==> src/rtl/gmii2fifo_wide.sv <==
// GMII receive packer: registers the RX pins, packs frame bytes into NBYTES-lane FIFO
// words ({valid, data} per lane, first byte in the top lane) and follows each frame with Gap zero words.
module gmii2fifo_wide #(
  parameter int unsigned NBYTES         = 8,
  parameter logic [3:0]  Gap            = 4'h2,
  parameter bit          STRIP_PREAMBLE = 1'b0,
  parameter int unsigned CNT_W          = 16
) (
  input  logic                gmii_rx_clk,
  input  logic                sys_rst,
  input  logic                gmii_rx_dv,
  input  logic                gmii_rx_er,
  input  logic [7:0]          gmii_rxd,
  input  logic                full,
  output logic [9*NBYTES-1:0] din,
  output logic                wr_en,
  output logic                wr_clk,
  output logic [CNT_W-1:0]    frame_cnt,
  output logic [CNT_W-1:0]    drop_cnt
);
  localparam int unsigned   W         = 9 * NBYTES;
  localparam int unsigned   LW        = $clog2(NBYTES);
  localparam logic [LW-1:0] LAST_LANE = LW'(NBYTES - 1);

  typedef enum logic [2:0] {IDLE, PREAMBLE, DATA, GAP, DROP} state_e;

  state_e           state_q;
  state_e           end_state;
  logic             dv_q, er_q, dv_prev_q, smp_valid_q;
  logic [7:0]       rxd_q;
  logic [LW-1:0]    lane_q;
  logic [W-1:0]     word_q, word_d, din_q;
  logic             wr_en_q, seen_q;
  logic [3:0]       gap_q;
  logic [CNT_W-1:0] frame_q, drop_q;
  logic             frame_start;

  assign wr_clk    = gmii_rx_clk;
  assign din       = din_q;
  assign wr_en     = wr_en_q;
  assign frame_cnt = frame_q;
  assign drop_cnt  = drop_q;

  assign frame_start = dv_q & ~dv_prev_q;
  assign end_state   = (Gap == 4'd0) ? IDLE : GAP;

  // Current word with the registered byte dropped into lane NBYTES-1-lane_q.
  always_comb begin
    // NOTE: every always_comb output gets a full default first, so no latch can be inferred.
    word_d = word_q;
    for (int i = 0; i < NBYTES; i++) begin
      if (lane_q == LW'(NBYTES - 1 - i)) word_d[9*i +: 9] = {1'b1, rxd_q};
    end
  end

  always_ff @(posedge gmii_rx_clk or negedge sys_rst) begin
    if (!sys_rst) begin
      dv_q        <= 1'b0;
      er_q        <= 1'b0;
      rxd_q       <= '0;
      dv_prev_q   <= 1'b1;
      smp_valid_q <= 1'b0;
    end else begin
      // NOTE: sequential state uses non-blocking assignments so all registers update together.
      dv_q        <= gmii_rx_dv;
      er_q        <= gmii_rx_er;
      rxd_q       <= gmii_rxd;
      smp_valid_q <= 1'b1;
      // The cleared dv_q straight after reset is not a real sample: keep dv_prev high across it
      // so a frame already running at reset release is not mistaken for a new one.
      dv_prev_q   <= smp_valid_q ? dv_q : 1'b1;
    end
  end

  always_ff @(posedge gmii_rx_clk or negedge sys_rst) begin
    if (!sys_rst) begin
      state_q <= IDLE;
      lane_q  <= '0;
      word_q  <= '0;
      din_q   <= '0;
      wr_en_q <= 1'b0;
      seen_q  <= 1'b0;
      gap_q   <= '0;
      frame_q <= '0;
      drop_q  <= '0;
    end else begin
      wr_en_q <= 1'b0;
      if ((state_q == IDLE || state_q == GAP) && frame_start) begin
        if (STRIP_PREAMBLE) begin
          state_q <= (rxd_q == 8'hD5) ? DATA : PREAMBLE;
        end else begin
          state_q <= DATA;
          word_q  <= word_d;
          lane_q  <= LW'(1);
          seen_q  <= 1'b1;
        end
      end else begin
        case (state_q)
          PREAMBLE: begin
            if (!dv_q) begin
              state_q <= IDLE;
            end else if (er_q) begin
              drop_q  <= drop_q + CNT_W'(1);
              state_q <= DROP;
            end else if (rxd_q == 8'hD5) begin
              state_q <= DATA;
            end else if (rxd_q != 8'h55) begin
              state_q <= DROP;
            end
          end
          DATA: begin
            if (!dv_q) begin
              lane_q <= '0;
              word_q <= '0;
              seen_q <= 1'b0;
              if (lane_q != '0 && full) begin
                drop_q  <= drop_q + CNT_W'(1);
                state_q <= DROP;
              end else begin
                if (lane_q != '0) begin
                  wr_en_q <= 1'b1;
                  din_q   <= word_q;
                end
                if (seen_q) frame_q <= frame_q + CNT_W'(1);
                state_q <= end_state;
                gap_q   <= Gap;
              end
            end else if (er_q) begin
              lane_q  <= '0;
              word_q  <= '0;
              seen_q  <= 1'b0;
              drop_q  <= drop_q + CNT_W'(1);
              state_q <= DROP;
            end else begin
              seen_q <= 1'b1;
              if (lane_q == LAST_LANE) begin
                lane_q <= '0;
                word_q <= '0;
                if (full) begin
                  seen_q  <= 1'b0;
                  drop_q  <= drop_q + CNT_W'(1);
                  state_q <= DROP;
                end else begin
                  wr_en_q <= 1'b1;
                  din_q   <= word_d;
                end
              end else begin
                lane_q <= lane_q + LW'(1);
                word_q <= word_d;
              end
            end
          end
          GAP: begin
            if (!full) begin
              wr_en_q <= 1'b1;
              din_q   <= '0;
              gap_q   <= gap_q - 4'd1;
              if (gap_q == 4'd1) state_q <= IDLE;
            end
          end
          DROP: begin
            if (!dv_q) begin
              state_q <= end_state;
              gap_q   <= Gap;
            end
          end
          default: ;
        endcase
      end
    end
  end
endmodule

==> config.mk <==
export PLATFORM = sky130hd
export DESIGN_NAME = gmii2fifo_wide
export DESIGN_NICKNAME = d
export VERILOG_FILES = /design/src/rtl/gmii2fifo_wide.sv
export SDC_FILE = /design/constraint.sdc
export NUM_CORES = 1
export LEC_CHECK = 0
export ABC_AREA = 1
export CAP_MARGIN = 20
export CORE_ASPECT_RATIO = 0.7
export CORE_MARGIN = 3
export CORE_UTILIZATION = 38
export CTS_CLUSTER_DIAMETER = 120
export CTS_CLUSTER_SIZE = 12
export DETAILED_ROUTE_END_ITERATION = 8
export PLACE_DENSITY = 0.62
export SETUP_SLACK_MARGIN = 0.02
export SLEW_MARGIN = 20
export SYNTH_ARGS = -nofsm -noshare
export SYNTH_HDL_FRONTEND = slang
export SYNTH_SLANG_ARGS = --single-unit
==> constraint.sdc <==
create_clock -name gmii_rx_clk -period 2.7 [get_ports gmii_rx_clk]
set_clock_uncertainty 0.2 [all_clocks]
set_input_delay 0.27 -clock gmii_rx_clk [delete_from_list [all_inputs] [get_ports gmii_rx_clk]]
set_output_delay 0.27 -clock gmii_rx_clk [all_outputs]
set_load 0.01 [all_outputs]
==> results of run 1 <==
==> registers in the layout, indices dropped and copies added, names as in the netlist <==
| register | cells |
|---|---|
| din | 72 |
| word_q | 72 |
| drop_cnt | 16 |
| frame_cnt | 16 |
| rxd_q | 8 |
| gap_q | 4 |
| lane_q | 3 |
| state_q | 3 |
| dv_prev_q | 1 |
| dv_q | 1 |
| er_q | 1 |
| seen_q | 1 |
| smp_valid_q | 1 |
| wr_en | 1 |
==> through the flow <==
| stage | hold slack [ns] | utilization |
|---|---|---|
| 2_1_floorplan | -0.2256 | - |
| 3_3_place_gp | 0.07938 | 0.4523 |
| 3_5_place_dp | 0.08067 | 0.4523 |
| 4_1_cts | 0.06070 | 0.4833 |
| 5_1_grt | 0.07157 | 0.4833 |
| 6_report | 0.03572 | 0.4833 |
==> per-layer routing <==
layer,part of all wire,track usage,up-vias
met3,0.066,0.04823,26
met5,0.0023,0.01623,-
met4,0.011,0.04987,2
li1,-,-,4377
met1,0.51,0.3212,4291
met2,0.41,0.3032,252
==> cells by family after synthesis <==
group	count (synthesis)	synth area share
DFF	200	0.4986
xor gates and xnor gates	30	0.02617
AOI/OAI and AO/OA	366	0.1931
buffers and inverters	176	0.07925
adders and majority gates	10	0.01246
and+or+nand+nor	472	0.1900
other	1	0.0003735
==> cell usage in the layout (no fill, tap or decap), types with 2 or more instances in the layout <==
cell type / instances
sky130_fd_sc_hd__nand2_1: 342
sky130_fd_sc_hd__dfrtp_1: 199
sky130_fd_sc_hd__o21ai_0: 173
sky130_fd_sc_hd__clkdlybuf4s50_1: 117
sky130_fd_sc_hd__inv_1: 87
sky130_fd_sc_hd__a21oi_1: 66
sky130_fd_sc_hd__nor2_1: 61
sky130_fd_sc_hd__o21ai_1: 61
sky130_fd_sc_hd__o22ai_1: 49
sky130_fd_sc_hd__nand3_1: 46
sky130_fd_sc_hd__buf_4: 42
sky130_fd_sc_hd__clkbuf_16: 20
sky130_fd_sc_hd__xnor2_1: 17
sky130_fd_sc_hd__xor2_1: 13
sky130_fd_sc_hd__dlygate4sd3_1: 11
sky130_fd_sc_hd__ha_1: 10
sky130_fd_sc_hd__nor3_1: 8
sky130_fd_sc_hd__o21a_1: 8
sky130_fd_sc_hd__buf_12: 6
sky130_fd_sc_hd__nand4_1: 5
sky130_fd_sc_hd__a31oi_1: 5
sky130_fd_sc_hd__inv_2: 4
sky130_fd_sc_hd__clkinv_1: 4
sky130_fd_sc_hd__clkbuf_8: 4
sky130_fd_sc_hd__nor2_2: 3
sky130_fd_sc_hd__bufinv_16: 3
sky130_fd_sc_hd__clkinvlp_4: 3
sky130_fd_sc_hd__clkbuf_1: 3
sky130_fd_sc_hd__nand3_2: 2
sky130_fd_sc_hd__nand2_2: 2
sky130_fd_sc_hd__clkinv_4: 2
==> power groups by stage <==
stage	Sequential [mW]	Combinational, mW	Clock [mW]
6_report	4.04	3.89	2.98
5_1_grt	4.12	4.38	3.17
3_3_place_gp	4.09	3.80	0.0377
3_5_place_dp	4.09	3.86	0.0377
4_1_cts	4.04	3.89	3.05
2_1_floorplan	4.14	2.31	0.0305
==> synthesized netlist by cell type (2+ instances only) <==
cell	number
sky130_fd_sc_hd__inv_2	4
sky130_fd_sc_hd__dfrtp_1	199
sky130_fd_sc_hd__o21ai_1	61
sky130_fd_sc_hd__buf_6	9
sky130_fd_sc_hd__buf_4	13
sky130_fd_sc_hd__a21oi_1	66
sky130_fd_sc_hd__o21ai_0	173
sky130_fd_sc_hd__nand4_1	5
sky130_fd_sc_hd__buf_2	14
sky130_fd_sc_hd__nand3_2	2
sky130_fd_sc_hd__nor2_1	61
sky130_fd_sc_hd__nor3_1	8
sky130_fd_sc_hd__o22ai_1	49
sky130_fd_sc_hd__nor2_2	3
sky130_fd_sc_hd__a31oi_1	5
sky130_fd_sc_hd__o21a_1	8
sky130_fd_sc_hd__clkinv_1	4
sky130_fd_sc_hd__nand2_1	342
sky130_fd_sc_hd__nand3_1	46
sky130_fd_sc_hd__inv_1	87
sky130_fd_sc_hd__xor2_1	13
sky130_fd_sc_hd__xnor2_1	17
sky130_fd_sc_hd__ha_1	10
sky130_fd_sc_hd__nand2_2	2
sky130_fd_sc_hd__clkbuf_1	43
==> path summary, 6_finish.rpt <==
kind                       cells past startpoint         from         end
max                                            3  gmii_rx_clk      wr_clk
min                                            2      sys_rst     din[39]
max reg2reg                                    8   state_q[0]  word_q[24]
min reg2reg                                    1  smp_valid_q   dv_prev_q
max in group asynchronous                      3      sys_rst   dv_prev_q
min in group gmii_rx_clk                       1  smp_valid_q   dv_prev_q
==> worst reg2reg max path, cell delays in order, from the launching register on <==
cell and delay [ns]:
sky130_fd_sc_hd__dfrtp_1 0.45, sky130_fd_sc_hd__inv_1 0.15, sky130_fd_sc_hd__nand3_1 0.11, sky130_fd_sc_hd__nand2_1 0.06, sky130_fd_sc_hd__nand2_1 0.29, sky130_fd_sc_hd__nand2_1 0.11, sky130_fd_sc_hd__inv_2 0.50, sky130_fd_sc_hd__buf_12 0.29
sky130_fd_sc_hd__o22ai_1 0.10
==> area by class of cell <==
class / instances / share of cell area
sequential: 200 / 0.4013
multi-input combinational: 879 / 0.3398
timing repair buffer: 176 / 0.1379
clock buffer: 27 / 0.04513
tap: 357 / 0.03580
inverter: 96 / 0.02898
clock inverter: 9 / 0.01113
==> repair_timing <==
item,4_1_cts,5_1_grt
resized for setup,0,0
hold endpoints to repair,209,0
hold buffers,11,0
endpoints found under the setup margin,0,0
==> run_results.csv, run 1 <==
group,metric,value,unit
worst_setup_path,biggest_cell_delay_along_the_critical_path,0.46,ns
logic_synthesis,synth_cells,1255,
clock_network,post_cts.repair.setup_buffers,0,
power_and_ir_drop,power_density,874.1,nW/µm²
placed_design,port-buffer-count,118,
global_routing,number_of_global_route_vias_before_repair,8779,
placed_design,postPlaceCellArea,11670,µm²
timing,timing.final.max_slew_violations,0,
timing,final-setup-viol-count,0,
global_routing,globalRoute.totalOverflow,0,
power_and_ir_drop,comb_power_share,0.357,
power_and_ir_drop,pnr_total_power,10.90,mW
placed_design,weighted_congestion_reported_at_the_end_of_routability_driven_placement,0.8958,
timing,timing.slew.headroom,0.5246,
timing,setup_ws,0.1695,ns
route,detail_route.wirelength,29500,µm
clock_network,cts.reportedPaths.clkPinSlew,0.07,ns
finish,n_antenna_cell,0,
timing,finalHoldViolations,0,
route,antenna_violating_nets_post_route,0,
worst_setup_path,critical_path.most_common_cell,"sky130_fd_sc_hd__clkbuf_16",
floorplanning,effective_utilization_at_floorplan,0.3890,
power_and_ir_drop,share_seq_of_total_power,0.370,
worst_setup_path,worst-path-max-fanout,2,
logic_synthesis,number_of_distinct_library_cells_after_synthesis,36,
placed_design,dp_cells,1698,
logic_synthesis,synth.yosys.seq_area_share,0.4986,
route,routed_via_density,5.131,
floorplanning,chipWidth,200.3,µm
global_routing,initial_antenna_violation_count,1,
logic_synthesis,synthTopCellsByArea,"sky130_fd_sc_hd__dfrtp_1 (50%), sky130_fd_sc_hd__nand2_1 (13%), sky130_fd_sc_hd__o21ai_0 (8.6%)",
global_routing,global_route_wire_length_before_repair,47990,µm
logic_synthesis,yosysTopAreaCell,"sky130_fd_sc_hd__dfrtp_1",
flow_run,maxCapViolations,0,
power_and_ir_drop,p_switching,3.989,mW
worst_setup_path,worst-r2r-setup-slack,0.32,ns
run_status,run_status,"finished clean",
hold_path,worst_hold_class,"in -> async",
floorplanning,die_height,142,µm
worst_setup_path,crit_chain,"clkbuf_16 -> clkbuf_16 -> clkdlybuf4s50_1",
finish,layout.nets,1397,
finish,fillers,2522,
global_routing,globalRouteTotalUtil,0.2108,
route,drt_drc_violations_left,0,
worst_setup_path,cpMaxStageDelayCell,"sky130_fd_sc_hd__clkdlybuf4s50_1",
finish,layout-drive-gt1-share,0.07066,
floorplanning,num_rows,49,
finish,ff_latch_area,5006,µm²
finish,flow.area_growth_from_synthesis,24.25,%
worst_setup_path,worst-setup-path-type,"clk -> out",
logic_synthesis,synthArstFlopShare,1.000,
logic_synthesis,netlist_area,10040,µm²
logic_synthesis,syn_area_per_cell,8.001,µm²
worst_setup_path,critPathCaptureType,"output pin",
timing,rsz0062_at_grt,"false",
global_routing,grt_max_degree,73,
power_and_ir_drop,p_clk_frac,0.273,
route,drt-initial-drc-count,686,
worst_setup_path,worstSetupStartpointType,"clock port",
worst_setup_path,timing.critical_path.buf_inv,3,
finish,final_cell_area,12480,µm²
timing,total_negative_slack_for_setup_checks,0,ns
timing,worstMarginPinSlew,0.7105,ns
finish,final-instance-count-excl-fill,1744,
route,drt-wirelength-per-cell,16.91,µm
worst_setup_path,timing.critical_path.arrival,2.06,ns
power_and_ir_drop,worst_ir_drop_vdd,0.0006452,V
logic_synthesis,number_of_enable_type_register_cells_in_the_synthesized_netlist,0,
route,number_of_search_and_repair_iterations_in_the_first_detailed_routing_pass,8,
logic_synthesis,yosys_register_bits,200,
floorplanning,fp.dieArea,28440,µm²
power_and_ir_drop,netSwitchingFraction,0.3658,
floorplanning,fp.coreArea,25810,µm²
placed_design,post-place-ws,0.3548,ns
placed_design,detailed_placement_wirelength_estimate,19660,µm
logic_synthesis,yosys.area.top_type_share,0.4960,
finish,multi_input_comb_area,4239,µm²
power_and_ir_drop,power_leakage,5.928,nW
logic_synthesis,ys.warnings.count,0,
logic_synthesis,ys_dominant_reg_cell,"sky130_fd_sc_hd__dfrtp_1",
power_and_ir_drop,power.internal,6.916,mW
floorplanning,io_pins,119,
route,dr_total_vias,8948,
clock_network,cts_tree,"built",
clock_network,worstSkewPairLatency,0.55,ns
worst_setup_path,critPathTopFamily,"buffers and inverters",
worst_setup_path,required,2.23,ns
logic_synthesis,synthesis.nets,1278,
No activity file was read; power rests on OpenSTA's default activity.
==> inputs of run 2 (changes only) <==
ABC_AREA = default   (was 1)
PLACE_DENSITY = 0.63   (was 0.62)
SKIP_CTS_REPAIR_TIMING = 1   (was default)
==> run_results.csv, run 2 <==
group,metric,value,unit
worst_setup_path,cpMaxStageDelayCell,"sky130_fd_sc_hd__clkdlybuf4s50_1",
finish,final_cell_area,11410,µm²
worst_setup_path,biggest_cell_delay_along_the_critical_path,0.47,ns
route,routed_via_density,5.242,
logic_synthesis,yosys.area.top_type_share,0.5625,
worst_setup_path,crit_chain,"clkbuf_16 -> clkbuf_16 -> clkdlybuf4s50_1",
worst_setup_path,required,2.23,ns
route,antenna_violating_nets_post_route,0,
worst_setup_path,worst-setup-path-type,"clk -> out",
global_routing,globalRouteTotalUtil,0.1776,
route,detail_route.wirelength,21870,µm
finish,layout.core_utilization,0.5006,
timing,total_negative_slack_for_setup_checks,0,ns
timing,final-setup-viol-count,0,
placed_design,detailed_placement_wirelength_estimate,14590,µm
global_routing,initial_antenna_violation_count,0,
clock_network,cts_tree,"built",
power_and_ir_drop,worst_ir_drop_vdd,0.0006063,V
timing,finalWorstPathRequiredPeriod,2.531,ns
hold_path,worst_hold_class,"in -> reg",
worst_setup_path,critical_path.most_common_cell,"sky130_fd_sc_hd__clkbuf_16",
placed_design,postPlaceCellArea,10580,µm²
power_and_ir_drop,power_leakage,5.369,nW
route,number_of_search_and_repair_iterations_in_the_first_detailed_routing_pass,5,
logic_synthesis,ys.warnings.count,0,
worst_setup_path,timing.critical_path.buf_inv,3,
timing,timing.slew.headroom,0.5813,
logic_synthesis,ys_dominant_reg_cell,"sky130_fd_sc_hd__dfrtp_1",
timing,fmax,398.8,MHz
finish,layout.nets,945,
timing,setup_ws,0.1687,ns
logic_synthesis,yosysTopAreaCell,"sky130_fd_sc_hd__dfrtp_1",
global_routing,number_of_global_route_vias_before_repair,6396,
placed_design,post-place-ws,0.1402,ns
timing,worstMarginPinSlew,0.6257,ns
logic_synthesis,synthesis.nets,813,
route,dr_total_vias,6532,
floorplanning,die_height,133.7,µm
floorplanning,num_rows,46,
logic_synthesis,yosys_register_bits,200,
finish,layout-drive-gt1-share,0.09315,
route,drt-initial-drc-count,494,
timing,timing.final.max_slew_violations,0,
global_routing,grt_max_degree,74,
worst_setup_path,worst-path-max-fanout,2,
floorplanning,effective_utilization_at_floorplan,0.3884,
finish,fillers,2048,
placed_design,weighted_congestion_reported_at_the_end_of_routability_driven_placement,0.8698,
logic_synthesis,synth_cells,790,
floorplanning,fp.coreArea,22790,µm²
run_status,run_status,"finished clean",
floorplanning,chipWidth,188.4,µm
power_and_ir_drop,power_density,839.0,nW/µm²
worst_setup_path,timing.critical_path.arrival,2.06,ns
flow_run,maxCapViolations,0,
logic_synthesis,synthArstFlopShare,1.000,
route,drt_drc_violations_left,0,
timing,finalHoldViolations,0,
finish,n_antenna_cell,0,
logic_synthesis,yosysMostFrequentCell,"sky130_fd_sc_hd__dfrtp_1",
finish,layout_commonest_cell,"sky130_fd_sc_hd__dfrtp_1",
logic_synthesis,synthTopCellsByArea,"sky130_fd_sc_hd__dfrtp_1 (56%), sky130_fd_sc_hd__mux2i_1 (7.3%), sky130_fd_sc_hd__o31ai_1 (6.1%)",
clock_network,worstSkewPairLatency,0.54,ns
worst_setup_path,critPathCaptureType,"output pin",
floorplanning,io_pins,119,
timing,period_utilization_post_route,0.9375,
finish,flow.area_growth_from_synthesis,28.87,%
placed_design,port-buffer-count,118,
floorplanning,fp.dieArea,25200,µm²
logic_synthesis,leading_cell_types_by_count_after_synthesis,"sky130_fd_sc_hd__dfrtp_1 (199), sky130_fd_sc_hd__nand2_1 (101), sky130_fd_sc_hd__o31ai_1 (72), sky130_fd_sc_hd__mux2i_1 (65), sky130_fd_sc_hd__a22o_1 (56)",
logic_synthesis,syn_area_per_cell,11.21,µm²
route,drt-wirelength-per-cell,17.55,µm
logic_synthesis,netlist_area,8853,µm²
logic_synthesis,number_of_distinct_library_cells_after_synthesis,52,
global_routing,globalRoute.totalOverflow,0,
global_routing,global_route_wire_length_before_repair,35690,µm
worst_setup_path,worstSetupStartpointType,"clock port",
logic_synthesis,number_of_enable_type_register_cells_in_the_synthesized_netlist,0,
clock_network,cts.reportedPaths.clkPinSlew,0.07,ns
worst_setup_path,critPathTopFamily,"buffers and inverters",
logic_synthesis,synth.yosys.seq_area_share,0.5654,
finish,highest_count_cells_in_the_layout_ignoring_fill_and_taps,"sky130_fd_sc_hd__dfrtp_1 (199), sky130_fd_sc_hd__clkdlybuf4s50_1 (117), sky130_fd_sc_hd__nand2_1 (101)",
==> run 2: logic make-up after synthesis <==
kind of cell             Yosys count  synth area share
AO/OA/AOI/OAI                    190            0.1644
XOR/XNOR                          31           0.03067
adder cells (fa/ha/maj)           10           0.01413
buffers and inverters             73           0.03222
flip-flops                       200            0.5654
multiplexers                      67           0.07603
other                              1         0.0004236
AND/OR/NAND/NOR                  218            0.1167
==> run 2: layout make-up <==
cell class                      count  area, µm²  area share
Inverter                           12      45.04    0.003948
Timing Repair Buffer              170       1658      0.1453
Tap cell                          312      390.4     0.03421
Clock inverter                     10      188.9     0.01656
Multi-Input combinational cell    517       3566      0.3125
Sequential cell                   200       5006      0.4388
Clock buffer                       25      555.5     0.04869
==> run 2: worst reg2reg max path, cell delays in order, from the launching register on <==
cell,delay [ns]
sky130_fd_sc_hd__dfrtp_1,0.43
sky130_fd_sc_hd__inv_1,0.11
sky130_fd_sc_hd__ha_1,0.29
sky130_fd_sc_hd__nand2b_1,0.25
sky130_fd_sc_hd__a2111oi_4,0.53
sky130_fd_sc_hd__and3_1,0.32
sky130_fd_sc_hd__nand4_1,0.13
sky130_fd_sc_hd__xnor2_1,0.14
==> run 2: path summary, 6_finish.rpt <==
check | startpoint | slack, ns | endpoint | cells past startpoint
worst max register to register | lane_q[0] | 0.19 | frame_cnt[15] | 7
min in group asynchronous | sys_rst | 0.06 | din[50] | 2
max in group asynchronous | sys_rst | 1.51 | gap_q[3] | 3
worst min-delay path | gmii_rxd[1] | 0.03 | rxd_q[1] | 1
worst min register to register | smp_valid_q | 0.16 | dv_prev_q | 1
worst max-delay path | gmii_rx_clk | 0.17 | wr_clk | 3
==> run 2: layer usage <==
layer	up-vias	part of all wire	routed length [µm]	GRT usage
li1	3101	-	-	-
met1	3221	0.52	11290	0.2797
met2	192	0.42	9171	0.2494
met3	18	0.057	1240	0.03787
met4	0	0.0078	171	0.04010
met5	-	0	0	0
==> run 2: stage by stage <==
step,instances,hold slack [ns],power [mW]
6_report,1246,0.02828,9.573
3_3_place_gp,1202,0.07702,6.491
5_1_grt,1246,0.008490,10.10
3_5_place_dp,1202,0.08113,6.542
4_1_cts,1236,-0.4971,9.651
2_1_floorplan,790,-0.2256,5.304
==> run 2: power by group <==
group | leakage (nW) | switching (mW) | internal, mW
registers | 2.71 | 0.370 | 3.46
logic | 2.30 | 1.42 | 1.22
clock network | 0.361 | 1.17 | 1.94
